$ cat config.mk
export PLATFORM = sky130hd
export DESIGN_NAME = jugador_auto_flat
export DESIGN_NICKNAME = d
export VERILOG_FILES = /design/src/rtl/gato_pkg.sv /design/src/rtl/jugador_auto_if.sv /design/src/rtl/jugador_auto_elegir_casilla.sv /design/src/rtl/jugador_auto.sv /design/src/flat_wrapper.sv
export SDC_FILE = /design/constraint.sdc
export NUM_CORES = 1
export LEC_CHECK = 0
export CORE_AREA = 2 2 61 57
export DETAILED_ROUTE_END_ITERATION = 7
export DIE_AREA = 0 0 63 59
export PLACE_DENSITY_LB_ADDON = 0.05
export SYNTH_ARGS = -nofsm -noshare
export SYNTH_HDL_FRONTEND = slang
export SYNTH_HIERARCHICAL = 1
export SYNTH_SLANG_ARGS = --single-unit
export TNS_END_PERCENT = 50
$ cat constraint.sdc
create_clock -name clk -period 3.3 [get_ports clk]
set_input_delay 0.825 -clock clk [delete_from_list [all_inputs] [get_ports clk]]
set_output_delay 0.825 -clock clk [all_outputs]
set_load 0.02 [all_outputs]
$ cat src/rtl/gato_pkg.sv
// Shared types and board geometry for the tic-tac-toe CPU opponent.
package gato_pkg;

  typedef logic [3:0] casilla_t;

  typedef enum logic [2:0] {
    StIdle,
    StPensar,
    StPasoAlto,
    StPasoBajo,
    StConfirmar,
    StEsperar
  } estado_cpu_t;

  // Rows, columns, main diagonal, anti-diagonal; search order matters.
  localparam casilla_t LINEAS [8][3] = '{
    '{4'd0, 4'd1, 4'd2},
    '{4'd3, 4'd4, 4'd5},
    '{4'd6, 4'd7, 4'd8},
    '{4'd0, 4'd3, 4'd6},
    '{4'd1, 4'd4, 4'd7},
    '{4'd2, 4'd5, 4'd8},
    '{4'd0, 4'd4, 4'd8},
    '{4'd2, 4'd4, 4'd6}
  };

  localparam casilla_t PREFERENCIA [9] = '{
    4'd4, 4'd0, 4'd2, 4'd6, 4'd8, 4'd1, 4'd3, 4'd5, 4'd7
  };

  // Returns {found, cell}: free cell of the first line holding two marks.
  // Scanned last-to-first so the lowest-numbered matching line wins.
  function automatic logic [4:0] buscar_linea(logic [8:0] marcas, logic [8:0] libre);
    logic [4:0] r;
    casilla_t a, b, c;
    r = '0;
    for (int l = 7; l >= 0; l--) begin
      a = LINEAS[l][0];
      b = LINEAS[l][1];
      c = LINEAS[l][2];
      if (marcas[a] && marcas[b] && libre[c]) r = {1'b1, c};
      if (marcas[a] && libre[b] && marcas[c]) r = {1'b1, b};
      if (libre[a] && marcas[b] && marcas[c]) r = {1'b1, a};
    end
    return r;
  endfunction

endpackage

$ cat src/rtl/jugador_auto_if.sv
// Board/cursor/strobe bundle between the CPU opponent and the game logic.
interface jugador_auto_if;
  import gato_pkg::*;

  logic       turno_cpu;
  logic [8:0] x_ocupadas;
  logic [8:0] o_ocupadas;
  casilla_t   cursor;
  logic       movimiento;
  logic       seleccion;
  logic       ocupado_cpu;
  casilla_t   objetivo;
  logic       sin_jugada;

  modport master (
    input  turno_cpu, x_ocupadas, o_ocupadas, cursor,
    output movimiento, seleccion, ocupado_cpu, objetivo, sin_jugada
  );

  modport slave (
    output turno_cpu, x_ocupadas, o_ocupadas, cursor,
    input  movimiento, seleccion, ocupado_cpu, objetivo, sin_jugada
  );
endinterface

$ cat src/rtl/jugador_auto_elegir_casilla.sv
// Combinational target picker. JUGADOR_AUTO_WIN_BLOCK_EN adds win/block search
// ahead of the fixed preference order.
module elegir_casilla
  import gato_pkg::*;
(
  input  logic [8:0] propias,
  input  logic [8:0] rivales,
  output casilla_t   casilla,
  output logic       hay_libre
);

  logic [8:0] libre;
`ifdef JUGADOR_AUTO_WIN_BLOCK_EN
  logic [4:0] victoria;
  logic [4:0] bloqueo;
`endif

  always_comb begin
    libre     = ~(propias | rivales);
    hay_libre = |libre;
    casilla   = '0;
    for (int i = 8; i >= 0; i--) begin
      if (libre[PREFERENCIA[i]]) casilla = PREFERENCIA[i];
    end
`ifdef JUGADOR_AUTO_WIN_BLOCK_EN
    bloqueo  = buscar_linea(rivales, libre);
    victoria = buscar_linea(propias, libre);
    if (bloqueo[4])  casilla = bloqueo[3:0];
    if (victoria[4]) casilla = victoria[3:0];
`endif
  end

endmodule

$ cat src/rtl/jugador_auto.sv
// CPU opponent: picks a cell, steps the shared cursor with movimiento pulses
// and confirms with seleccion. Strategy depth set by JUGADOR_AUTO_WIN_BLOCK_EN.
module jugador_auto
  import gato_pkg::*;
#(
  parameter bit          CPU_ES_O  = 1'b1,
  parameter int unsigned PULSE_W   = 2,
  parameter int unsigned MAX_PASOS = 9
) (
  input logic            clk,
  input logic            rst,
  jugador_auto_if.master bus
);

  localparam int unsigned CW = $clog2(PULSE_W) + 1;
  localparam int unsigned PW = $clog2(MAX_PASOS + 1);

  estado_cpu_t   estado_q;
  logic [CW-1:0] cnt_q;
  logic [PW-1:0] pasos_q;

  logic [8:0] propias;
  logic [8:0] rivales;
  casilla_t   eleccion;
  logic       hay_libre;
  logic       objetivo_libre;
  logic       abortable;
  logic       ultimo_ciclo;

  assign propias = CPU_ES_O ? bus.o_ocupadas : bus.x_ocupadas;
  assign rivales = CPU_ES_O ? bus.x_ocupadas : bus.o_ocupadas;

  elegir_casilla u_elegir (
    .propias   (propias),
    .rivales   (rivales),
    .casilla   (eleccion),
    .hay_libre (hay_libre)
  );

  assign objetivo_libre = (bus.objetivo <= 4'd8) &&
                          !(bus.x_ocupadas[bus.objetivo] || bus.o_ocupadas[bus.objetivo]);
  assign abortable      = (estado_q == StPensar) || (estado_q == StPasoAlto) ||
                          (estado_q == StPasoBajo) || (estado_q == StConfirmar);
  assign ultimo_ciclo   = (cnt_q == CW'(PULSE_W - 1));

  always_ff @(posedge clk) begin
    if (rst) begin
      estado_q        <= StIdle;
      cnt_q           <= '0;
      pasos_q         <= '0;
      bus.movimiento  <= 1'b0;
      bus.seleccion   <= 1'b0;
      bus.ocupado_cpu <= 1'b0;
      bus.objetivo    <= '0;
      bus.sin_jugada  <= 1'b0;
    end else begin
      bus.seleccion  <= 1'b0;
      bus.sin_jugada <= 1'b0;
      if (abortable && !bus.turno_cpu) begin
        // Turn withdrawn mid-move: abandon without confirming.
        estado_q        <= StIdle;
        bus.movimiento  <= 1'b0;
        bus.ocupado_cpu <= 1'b0;
      end else begin
        unique case (estado_q)
          StIdle: begin
            if (bus.turno_cpu) begin
              estado_q        <= StPensar;
              bus.ocupado_cpu <= 1'b1;
            end
          end
          StPensar: begin
            bus.objetivo <= eleccion;
            pasos_q      <= '0;
            cnt_q        <= '0;
            if (!hay_libre) begin
              bus.sin_jugada <= 1'b1;
              estado_q       <= StEsperar;
            end else if (bus.cursor == eleccion) begin
              estado_q <= StConfirmar;
            end else begin
              bus.movimiento <= 1'b1;
              estado_q       <= StPasoAlto;
            end
          end
          StPasoAlto: begin
            if (ultimo_ciclo) begin
              cnt_q          <= '0;
              bus.movimiento <= 1'b0;
              pasos_q        <= pasos_q + 1'b1;
              estado_q       <= StPasoBajo;
            end else begin
              cnt_q <= cnt_q + 1'b1;
            end
          end
          StPasoBajo: begin
            if (ultimo_ciclo) begin
              cnt_q <= '0;
              if (bus.cursor == bus.objetivo) begin
                estado_q <= StConfirmar;
              end else if (pasos_q == PW'(MAX_PASOS)) begin
                bus.sin_jugada <= 1'b1;
                estado_q       <= StEsperar;
              end else begin
                bus.movimiento <= 1'b1;
                estado_q       <= StPasoAlto;
              end
            end else begin
              cnt_q <= cnt_q + 1'b1;
            end
          end
          StConfirmar: begin
            // The rival may have taken the cell while we were stepping.
            if (objetivo_libre) begin
              bus.seleccion <= 1'b1;
              estado_q      <= StEsperar;
            end else begin
              estado_q <= StPensar;
            end
          end
          StEsperar: begin
            if (!bus.turno_cpu) begin
              estado_q        <= StIdle;
              bus.ocupado_cpu <= 1'b0;
            end
          end
          default: estado_q <= StIdle;
        endcase
      end
    end
  end

endmodule
$ cat src/flat_wrapper.sv
// flat-port wrapper written by rule: the top's interface ports become plain ports
module jugador_auto_flat import gato_pkg::*;
#(
  parameter bit          CPU_ES_O  = 1'b1,
  parameter int unsigned PULSE_W   = 2,
  parameter int unsigned MAX_PASOS = 9
)
  (clk, rst, bus_turno_cpu, bus_x_ocupadas, bus_o_ocupadas, bus_cursor, bus_movimiento, bus_seleccion, bus_ocupado_cpu, bus_objetivo, bus_sin_jugada);
  jugador_auto_if bus_i ();
  input logic clk;
  input logic rst;
  input wire logic [$bits(bus_i.turno_cpu)-1:0] bus_turno_cpu;
  input wire logic [$bits(bus_i.x_ocupadas)-1:0] bus_x_ocupadas;
  input wire logic [$bits(bus_i.o_ocupadas)-1:0] bus_o_ocupadas;
  input wire logic [$bits(bus_i.cursor)-1:0] bus_cursor;
  output wire logic [$bits(bus_i.movimiento)-1:0] bus_movimiento;
  output wire logic [$bits(bus_i.seleccion)-1:0] bus_seleccion;
  output wire logic [$bits(bus_i.ocupado_cpu)-1:0] bus_ocupado_cpu;
  output wire logic [$bits(bus_i.objetivo)-1:0] bus_objetivo;
  output wire logic [$bits(bus_i.sin_jugada)-1:0] bus_sin_jugada;
  assign bus_i.turno_cpu = bus_turno_cpu;
  assign bus_i.x_ocupadas = bus_x_ocupadas;
  assign bus_i.o_ocupadas = bus_o_ocupadas;
  assign bus_i.cursor = bus_cursor;
  assign bus_movimiento = bus_i.movimiento;
  assign bus_seleccion = bus_i.seleccion;
  assign bus_ocupado_cpu = bus_i.ocupado_cpu;
  assign bus_objetivo = bus_i.objetivo;
  assign bus_sin_jugada = bus_i.sin_jugada;
  jugador_auto #(.CPU_ES_O(CPU_ES_O), .PULSE_W(PULSE_W), .MAX_PASOS(MAX_PASOS)) u_core (.clk(clk), .rst(rst), .bus(bus_i));
endmodule
==> results.md <==
- Outcome: completed
- Final ANT Viol Nets: 0
- Ant diodes: 0
- Vias: 1374
- 1st-pass router iterations: 4
- Clock Skew: 0.00460 ns
- VDD IR max: 212 uV
- Internal Power: 0.332 mW
- H-tree Lvls: 1
- Cells after DPL: 239
- Initial cell density of the core: 0.407
- PwrDens: 286 mW/mm2
- Residual DRC count: 0
- Worst path cell trace: clkdlybuf4s50_1, o22a_2, or3b_1, nor3_1, xor2_1, o41a_1, o32ai_1, a2111o_1, o31ai_1
- Post-CTS Setup Repair Bufs: 0
- Post-synth EDFFs: 0
- CTS tree: built
- Logic gate share of total power: 0.293
- Final Hold Viols: 0
- Sequential element share of the synthesized area: 0.277
- Total of flip-flops plus latches after synthesis: 17
- Routed wire per std cell: 14.0 um
- Synthesized instance count: 162
- Port-buffer cells: 32
- Setup-failing EPs final: 0
- Setup ws final: 0.234 ns
- Crit Path Max Fanout: 3
- Critical-path top delay cell: clkdlybuf4s50_1
- Worst-margin pin slew: 0.642 ns
- Syn_nets: 189
- Critical Path RT: 3.47 ns
- Grt total ovfl: 0
- Final period util: 0.929
- Most used DFF post-synth: dfxtp_1
- CP arrival: 3.24 ns
- Core footprint: 0.00302 mm2
- Initial drt markers: 98
- CP peak stage delay: 0.47 ns
- Clock-pin slew on the worst setup and hold paths: 0.10 ns
- Final Non-Filler Cells: 243
- Cell family with most CP delay: compound AO/OA/AOI/OAI gates
- Achievable frequency: 326 MHz
- Vias in the first global route: 1287
- Startpoint Class: primary input
- Final min period: 3.07 ns
- Clock power share: 0.239
- Clock Root Buffer: clkbuf_4
- Post-CTS resize count: 0
- Max Cap Viol: 0
- Die area: 0.00372 mm2
- Setup CP Type: primary input to flip-flop
- DPL Wire Length: 2690 um
- Psw: 0.147 mW
- Total global-route track usage: 0.196
- Fraction of registers with async set/reset: 0
- Unrepaired setup endpoints after global routing: no
- Post-Syn Area per Cell: 7.58 um2
- Slew HR: 0.571
- Chip Width: 63 um
- CP bufs+invs: 1
- Fraction of layout cells with a size suffix above 1: 0.0995
- Netlist cell types: 49
- Leakage power: 0.604 nW
- Clock sinks: 17
- Routability congestion estimate: 0.897
- TNS Setup: 0 ns
- Final max-slew violation count: 0
- Largest net degree at the start of global routing: 18
- NumNets Final: 229
- Flop pwr share: 0.468
- Layout area overhead: 36.5%
- Sw frac: 0.308
- Syn. warnings: 6
- Clock Latency Late Sink: 0.30 ns
- Crit end category: flip-flop
- Number of top-level pins: 33
- Worst-case clock buffer depth: 2
- Hold_buf cts: 0
- Synth Cell Area: 0.00123 mm2
- Vias/cell: 5.65
- First-pass GRT wire length: 5730 um
- Initial antenna violation count: 0
- Num CTS Buffers: 3
- Die height: 59 um
- Routed WL: 3400 um
- Rows: 19
- Worst setup slack after placement: -0.0649 ns
- Min-delay worst type: flip-flop to flip-flop
kinds of logic after synthesis:
kind of cell / after synthesis / synth area share
xor+xnor: 8 / 0.0571
buf+inv: 9 / 0.0306
compound gates: 49 / 0.262
flops: 17 / 0.277
simple gates: 75 / 0.336
mux: 2 / 0.0163
fa+ha+maj: 2 / 0.0204
synth_stat cells (all sizes together) (2+ instances only):
master	n	area, um2
a21oi	14	73.8
nand2b	4	25.0
nor4	2	12.5
or3b	4	35.0
o21ai	15	75.1
xnor2	4	35.0
o22ai	4	25.0
o32ai	2	17.5
buf	3	15.0
nand2	14	52.6
dfxtp	17	340
a31oi	2	12.5
nor2	22	82.6
nor3b	3	27.5
a221oi	2	17.5
nor2b	2	12.5
ha	2	25.0
xor2	4	35.0
clkbuf	5	18.8
a41oi	2	25.0
nand4	3	18.8
nor3	9	50.1
mux2i	2	20.0
o22a	2	18.8
area by class of cell:
type	instances	area (um2)
tap	42	52.6
sequential	17	340
multi-input combinational	136	850
clock buffer	4	26.3
timing repair buffer	43	403
fill	325	1340
inverter	1	3.75
sequential cells by signal, summed over array words and instances, names as in the netlist:
signal and flops:
u_core/estado_q 3, u_core/bus.seleccion 1, u_core/bus.movimiento 1, u_core/pasos_q 4
u_core/cnt_q 2, u_core/bus.ocupado_cpu 1, u_core/bus.sin_jugada 1, u_core/bus.objetivo 4
placed cells by master, fill, tap and decap left out, types with 3 or more instances in the layout:
cell type,n
nor2_1,22
o21ai_0,12
o22ai_1,4
dfxtp_1,17
o21ai_1,3
nand2_1,14
xnor2_1,4
xor2_1,4
a21oi_1,13
nand4_1,3
nand2b_1,4
clkbuf_4,3
buf_4,11
clkdlybuf4s50_1,32
or3b_1,4
nor3_1,8
routing by layer:
layer / share of wire / vias up / track usage
met5: 0 / - / 0
met4: 0.0074 / 0 / 0.0540
met3: 0.050 / 4 / 0.0532
met2: 0.44 / 38 / 0.316
met1: 0.50 / 641 / 0.261
li1: - / 691 / -
worst register-to-register path, stage by stage, from the launching register on:
cell and delay (ns):
dfxtp_1 0.60, nand2b_1 0.44, o32ai_1 0.18, a2111o_1 0.44
a21oi_2 0.12
worst paths after layout:
check	startpoint	to	slack, ns	cells after the start
hold / removal	u_core/bus.ocupado_cpu	u_core/bus.ocupado_cpu	0.48	2
setup / recovery	bus_x_ocupadas[4]	u_core/estado_q[1]	0.23	9
setup reg to reg	u_core/estado_q[1]	u_core/bus.movimiento	1.46	4
hold reg to reg	u_core/bus.ocupado_cpu	u_core/bus.ocupado_cpu	0.48	2
power by group through the flow:
stage / sequential, mW / clock, mW / combinational (mW)
floorplan: 0.226 / 0 / 0.0723
global placement: 0.228 / 0 / 0.137
detailed placement: 0.229 / 0 / 0.139
CTS: 0.224 / 0.120 / 0.139
global route: 0.226 / 0.126 / 0.153
finish: 0.224 / 0.115 / 0.140
per-stage QoR:
stage,hold slack (ns),total power [mW],utilization,cell area [um2]
2_1_floorplan,0.468,0.298,-,1230
5_1_grt,0.517,0.505,0.555,1680
6_report,0.481,0.479,0.555,1680
3_5_place_dp,0.469,0.368,0.546,1650
4_1_cts,0.484,0.484,0.555,1680
3_3_place_gp,0.460,0.365,0.546,1650
(Power assumes the default switching activity.)
